**config.mk**
```make
export PLATFORM = sky130hd
export DESIGN_NAME = radix8_ntt_sched
export DESIGN_NICKNAME = d
export VERILOG_FILES = /design/src/rtl/radix8_ntt_sched.sv
export SDC_FILE = /design/constraint.sdc
export NUM_CORES = 1
export LEC_CHECK = 0
export CORE_MARGIN = 2
export CORE_UTILIZATION = 48
export DETAILED_ROUTE_END_ITERATION = 10
export PLACE_DENSITY = 0.75
export SKIP_LAST_GASP = 1
export SYNTH_ARGS = -nofsm -noshare
export SYNTH_HDL_FRONTEND = slang
export SYNTH_SLANG_ARGS = --single-unit
```
**constraint.sdc**
```tcl
create_clock -name clk -period 2.75 [get_ports clk]
set_input_delay 0.6875 -clock clk [delete_from_list [all_inputs] [get_ports clk]]
set_output_delay 0.6875 -clock clk [all_outputs]
set_load 0.02 [all_outputs]
```
**src/rtl/radix8_ntt_sched.sv**
```systemverilog
// Purpose: address sequencer for an in-place radix-8 NTT over 8-bank memory.
// Latency: rd_addr/tw_addr/stage are valid with rd_en; wr_en/wr_addr trail rd_en/rd_addr by DP_LAT cycles.
// Backpressure: ready=0 stalls issue and holds the group counter; the write pipeline keeps shifting.
//
// Ports:
//   clk, rst        clock, synchronous active-high reset
//   start           begin a transform (sampled only while idle)
//   ready           memory accepts a read this cycle
//   busy, done      transform in progress / one-cycle completion pulse
//   rd_en, rd_addr  group issue strobe and eight element addresses (element k at [k*LOG_N +: LOG_N])
//   tw_addr, stage  twiddle ROM index and stage index for the issued group
//   wr_en, wr_addr  write-back strobe and addresses, DP_LAT cycles after issue
module radix8_ntt_sched #(
  parameter int LOG_N  = 9,
  parameter int DP_LAT = 4,
  parameter int GW     = LOG_N - 3
) (
  input  logic               clk,
  input  logic               rst,
  input  logic               start,
  input  logic               ready,
  output logic               busy,
  output logic               done,
  output logic               rd_en,
  output logic [8*LOG_N-1:0] rd_addr,
  output logic [LOG_N-1:0]   tw_addr,
  output logic [1:0]         stage,
  output logic               wr_en,
  output logic [8*LOG_N-1:0] wr_addr
);

  localparam int S  = LOG_N / 3;
  localparam int DW = (DP_LAT > 1) ? $clog2(DP_LAT) : 1;

  typedef enum logic [1:0] {IDLE, ISSUE, DRAIN, DONE} state_t;

  state_t          state_q, state_d;
  logic [GW-1:0]   g_q, g_d;
  logic [1:0]      stage_q, stage_d;
  logic [DW-1:0]   dcnt_q, dcnt_d;

  // ---------------- control FSM ----------------
  always_ff @(posedge clk) begin
    if (rst) begin
      state_q <= IDLE;
      g_q     <= '0;
      stage_q <= '0;
      dcnt_q  <= '0;
    end else begin
      state_q <= state_d;
      g_q     <= g_d;
      stage_q <= stage_d;
      dcnt_q  <= dcnt_d;
    end
  end

  always_comb begin
    state_d = state_q;
    g_d     = g_q;
    stage_d = stage_q;
    dcnt_d  = dcnt_q;
    case (state_q)
      IDLE: begin
        if (start) begin
          state_d = ISSUE;
          g_d     = '0;
          stage_d = '0;
        end
      end
      ISSUE: begin
        if (ready) begin
          g_d = g_q + GW'(1);
          if (g_q == {GW{1'b1}}) begin
            state_d = DRAIN;
            dcnt_d  = DW'(DP_LAT - 1);
          end
        end
      end
      DRAIN: begin
        // Wait out the datapath so the next stage never reads a word still in flight.
        if (dcnt_q == '0) begin
          if (int'(stage_q) < S - 1) begin
            stage_d = stage_q + 2'd1;
            g_d     = '0;
            state_d = ISSUE;
          end else begin
            state_d = DONE;
          end
        end else begin
          dcnt_d = dcnt_q - DW'(1);
        end
      end
      DONE:    state_d = IDLE;
      default: state_d = IDLE;
    endcase
  end

  assign busy  = (state_q != IDLE);
  assign done  = (state_q == DONE);
  assign rd_en = (state_q == ISSUE) && ready;
  assign stage = stage_q;

  // ---------------- address generation ----------------
  // stride = 8^(S-1-s) is a power of two, so g mod stride is a mask and
  // high*8*stride is simply the unmasked part of g shifted up by 3.
  logic [LOG_N-1:0]   g_ext, low_mask, low, hi8, tw_cur;
  logic [8*LOG_N-1:0] addr_cur;
  int                 sh;

  always_comb begin
    sh       = 3 * (S - 1 - int'(stage_q));
    g_ext    = LOG_N'(g_q);
    low_mask = (LOG_N'(1) << sh) - LOG_N'(1);
    low      = g_ext & low_mask;
    hi8      = (g_ext & ~low_mask) << 3;
    addr_cur = '0;
    for (int k = 0; k < 8; k++) begin
      addr_cur[k*LOG_N +: LOG_N] = hi8 | (LOG_N'(k) << sh) | low;
    end
    tw_cur = low << (3 * int'(stage_q));
  end

  // Outputs show the live group while issuing and the last issued group otherwise.
  logic [8*LOG_N-1:0] addr_hold;
  logic [LOG_N-1:0]   tw_hold;

  always_ff @(posedge clk) begin
    if (rst) begin
      addr_hold <= '0;
      tw_hold   <= '0;
    end else if (rd_en) begin
      addr_hold <= addr_cur;
      tw_hold   <= tw_cur;
    end
  end

  assign rd_addr = rd_en ? addr_cur : addr_hold;
  assign tw_addr = rd_en ? tw_cur   : tw_hold;

  // ---------------- write-back delay line ----------------
  logic [DP_LAT-1:0]                en_sr;
  logic [DP_LAT-1:0][8*LOG_N-1:0]   addr_sr;

  always_ff @(posedge clk) begin
    if (rst) begin
      en_sr   <= '0;
      addr_sr <= '0;
    end else begin
      en_sr[0]   <= rd_en;
      addr_sr[0] <= rd_addr;
      for (int i = 1; i < DP_LAT; i++) begin
        en_sr[i]   <= en_sr[i-1];
        addr_sr[i] <= addr_sr[i-1];
      end
    end
  end

  assign wr_en   = en_sr[DP_LAT-1];
  assign wr_addr = addr_sr[DP_LAT-1];

endmodule

```
==> results.md <==
- The flow ran to the end, but the final reports show violations.
- The checks that failed: negative setup slack.
- The synthesized netlist cell count is 1,040.
- At the later pin of the worst-skew pair, clock insertion delay measures 0.54 ns.
- After detailed routing, the average wire length per cell comes to 17.2 um.
- The most used flip-flop cell after synthesis is sky130_fd_sc_hd__dfxtp_1.
- The clock transition at the registers of the reported paths is 0.06 ns.
- The pin count of the biggest net entering global routing is 75.
- The kind of cell with the highest combined delay on the critical path is buffers and inverters.
- The number of endpoints with negative hold slack in the final report came to 0.
- The most repeated cell in the gate-level netlist after synthesis is sky130_fd_sc_hd__dfxtp_1.
- Of the total power, registers draw 0.473.
- The number of buffer and inverter instances along the worst setup path is 4.
- The highest-delay cell along the critical path is sky130_fd_sc_hd__or4b_4.
- The number of levels the H-tree was split into is 1.
- By area, the combinational part of the netlist is dominated by simple AND/OR/NAND/NOR gates.
- The post-place instance area is 12,700 sq um.
- The register-to-register path setup slack is 0.53 ns.
- TritonCTS built the clock tree.
- The global routing usage on met2 is 0.360.
- The final setup violation count is 71.
- The detailed router's first-iteration violation count is 427.
- Across the routed clock network, the largest skew measured is 0.0110 ns.
- The worst-case clock buffer depth is 3.
- Traced cell by cell, the critical path runs through inv_4 > buf_6 > ha_4 > or4b_4 > buf_6 > o41ai_4 > buf_4.
- The post-synthesis compound-gate area fraction is 0.0555.
- The power spent charging and discharging nets is 0.00229 W.
- The number of max-slew violations in the final report came to 0.
- The area share of the largest cell type after synthesis is 0.589.
- For this run, the share of the core covered by cells in the final layout is 0.702.
- The final critical-path setup slack is -0.345 ns.
- In this run, synthesis produced a sequential element count of 313.
- For this run, asynchronously set or reset flops after synthesis account for 0.
- The post-synthesis net count is 1,054.
- In the final timing run, aggregate negative setup slack is -11.57 ns.
- By count the netlist is led by sky130_fd_sc_hd__dfxtp_1, sky130_fd_sc_hd__nor2b_1, sky130_fd_sc_hd__nor2_1.
- For this configuration, the core starts out at a cell density of 0.489.
- During placement, the flow inserted port buffers numbering 162.
- The area of the mapped netlist is 10,600 sq um.
- For met3 alone, demand over resource in global routing was 0.0388.
- The vias per cell is 4.88.
- The via count of the first global-routing pass is 7,161.
- After routing the design area is 15,300 sq um.
- Of the total power, the share spent switching nets is 0.230.
- The floorplan die width is 153 um.
- The residual antenna-violating net count after detailed routing is 0.
- The power density of the placed cells is 650 nW/um^2.
- In this run the clock root is driven by a sky130_fd_sc_hd__clkbuf_16.
- The initial antenna violation count is 0.
- The global-route met1 utilization is 0.250.
- Of the cells placed in the final design, the portion with a size suffix greater than 1 is 0.324.
- The net count of the finished layout is 1,278.
- Synthesis instantiated 58 different standard cells from the library.
- In this run the count of I/O pins placed on the die edge is 163.
- The endpoint arrival time on the critical path is 2.41 ns.
- The xor-xnor portion of the synthesized cell area is 0.000824.
- Routability-driven placement finished with a final weighted congestion of 0.860.
- The signed area change from the synthesized netlist to the final layout is 43.6%.
- The number of clock sinks is 313.
- The min-delay analysis places its worst path in the category reg -> reg.
- Setup repair after global routing could not meet its margin everywhere.
- The worst-path maximum fanout is 4.
- The global-route wire length before repair is 38.5 mm.
- Once detailed placement completed, the half-perimeter wirelength came to 16.0 mm.
- The DRC violation count after routing is 0.
- During synthesis, Yosys emitted a total of 0 warnings.
- The die covers 23,400 sq um.
- The critical path is of the reg -> out type.
- The nature of the critical path endpoint is a primary output.
- The period utilization is 1.13.
- For this run, the total global-route usage over all layers was measured as 0.203.
- At the placement stage, the worst setup path has a slack of -0.820 ns.
- The detailed-route wire length is 26.9 mm.
- The die height is 153 um.
- The maximum clock frequency is 0.323 GHz.
- The global-route congestion overflow total is 0.
- Of the total synthesized cell area, the portion taken by full adders, half adders and majority gates is 0.0118.
- Counting stages on the worst path, the most repeated cell is sky130_fd_sc_hd__buf_6.
- The number of optimization iterations in the first detailed-route pass is 5.
- Measured against the total synthesized area, the mux share comes to 0.00565.
- The count of standard-cell rows is 54.
- The synthesized design contains 0 enable-type register cells.
- Of the total synthesized cell area, the portion taken by AND, OR, NAND and NOR gates is 0.257.
- Of the total power, the clock network draws 0.426.
- Sorting the synthesized cells by area gives the leading types as sky130_fd_sc_hd__dfxtp_1, sky130_fd_sc_hd__nor2b_1, sky130_fd_sc_hd__buf_4.
- For the finished layout, the period the worst path requires is 3.10 ns.
- The nature of the critical path startpoint is a flop.
- Summed over all cells, the static leakage comes to 6.19 nW.
- The relative slew slack is 0.603.
- In this run the mean area of a mapped cell was 10.2 sq um.
- The internal portion of the total power is 0.00764 W.
- The maximum vdd ir drop is 0.394 mV.
- The diode insertion count for antenna repair is 0.
- Of all cell types, the one taking the most synthesized area is sky130_fd_sc_hd__dfxtp_1.
- The global routing stage identified its most utilized layer as met2.
- The worst-margin pin slew is 0.595 ns.
- The tool flagged a number of max-cap violations equal to 0.
- Of the synthesized area, sequential elements account for 0.589.
- The largest single stage delay on the critical path is 0.53 ns.
- Buffers inserted during clock tree synthesis total 31.
- Data on the critical path is required at its endpoint by 2.06 ns.
- The core region area is 21,800 sq um.
- The logic gate share of total power is 0.100.
- For this block, the via count after detailed routing is 7,652.
metrics by stage:
stage	hold WS (ns)	std cells	total power, W
after floorplan	0.414	1040	0.00524
after detailed placement	0.420	1452	0.00563
final	0.429	1567	0.00993
after global routing	0.445	1567	0.0103
after global placement	0.416	1452	0.00562
after CTS	0.432	1542	0.00984
logic make-up after synthesis:
family,Yosys count
XOR/XNOR,1
adder cells (fa/ha/maj),10
AND/OR/NAND/NOR,485
buffers and inverters,145
multiplexers,6
AO/OA/AOI/OAI,80
flip-flops,313
sequential cells by signal, summed over array words and instances, names as in the netlist:
name	cells
addr_sr	216
wr_addr	72
tw_hold	9
g_q	6
en_sr	4
dcnt_q	2
stage	2
state_q	2
worst reg2reg max path, stage by stage (launching register included):
cell	delay (ns)
sky130_fd_sc_hd__dfxtp_4	0.38
sky130_fd_sc_hd__inv_4	0.05
sky130_fd_sc_hd__buf_6	0.13
sky130_fd_sc_hd__ha_4	0.16
sky130_fd_sc_hd__buf_6	0.12
sky130_fd_sc_hd__buf_6	0.15
sky130_fd_sc_hd__nor3b_2	0.35
sky130_fd_sc_hd__a2bb2oi_4	0.16
sky130_fd_sc_hd__or4_1	0.52
sky130_fd_sc_hd__a21oi_1	0.15
cells in the final DEF (no fill, tap or decap), drive strengths merged, types with 4 or more instances in the layout:
master         count
o22a              11
nand2             50
nor2              86
mux2i              6
or3                4
a21oi             22
clkinv             6
nor3b              5
nand3              8
nor3              47
nand2b             8
o21ai             12
nand3b             5
and3               5
nor2b            254
dfxtp            313
o21a               7
buf              238
inv               14
a31oi              5
ha                10
clkbuf            46
dlygate4sd2        4
clkdlybuf4s50     78
power groups by stage:
stage / clock (W) / sequential (W) / combinational [W]
2_1_floorplan: 0 / 0.00478 / 0.000466
3_3_place_gp: 0 / 0.00479 / 0.000822
3_5_place_dp: 0 / 0.00480 / 0.000833
4_1_cts: 0.00429 / 0.00470 / 0.000850
5_1_grt: 0.00450 / 0.00471 / 0.00105
6_report: 0.00423 / 0.00470 / 0.000995
final cells by class:
class	count	area, sq um
Fill cell	1442	6480
Clock inverter	12	143
Timing Repair Buffer	322	3200
Inverter	14	60.1
Sequential cell	313	6270
Multi-Input combinational cell	582	4350
Clock buffer	44	895
Tap cell	280	350
repair_timing:
item	in CTS	in global routing
cloned	1	0
pin swaps	33	50
buffers inserted	36	31
setup endpoints to repair	82	80
resized for setup	459	188
hold buffers	0	0
layer usage:
metal / vias to the layer above / wire [um]
met5: - / 0
met4: 0 / 1050
met3: 77 / 1250
met2: 225 / 13500
met1: 3637 / 11100
li1: 3713 / -
path summary, 6_finish.rpt:
| path | depth (start not counted) | start | to |
|---|---|---|---|
| worst max-delay path | 7 | stage[0] | tw_addr[0] |
| worst min-delay path | 1 | addr_sr[123] | addr_sr[195] |
| worst max register to register | 9 | stage[0] | g_q[5] |
| worst min register to register | 1 | addr_sr[123] | addr_sr[195] |
No activity file was read; power rests on OpenSTA's default activity.
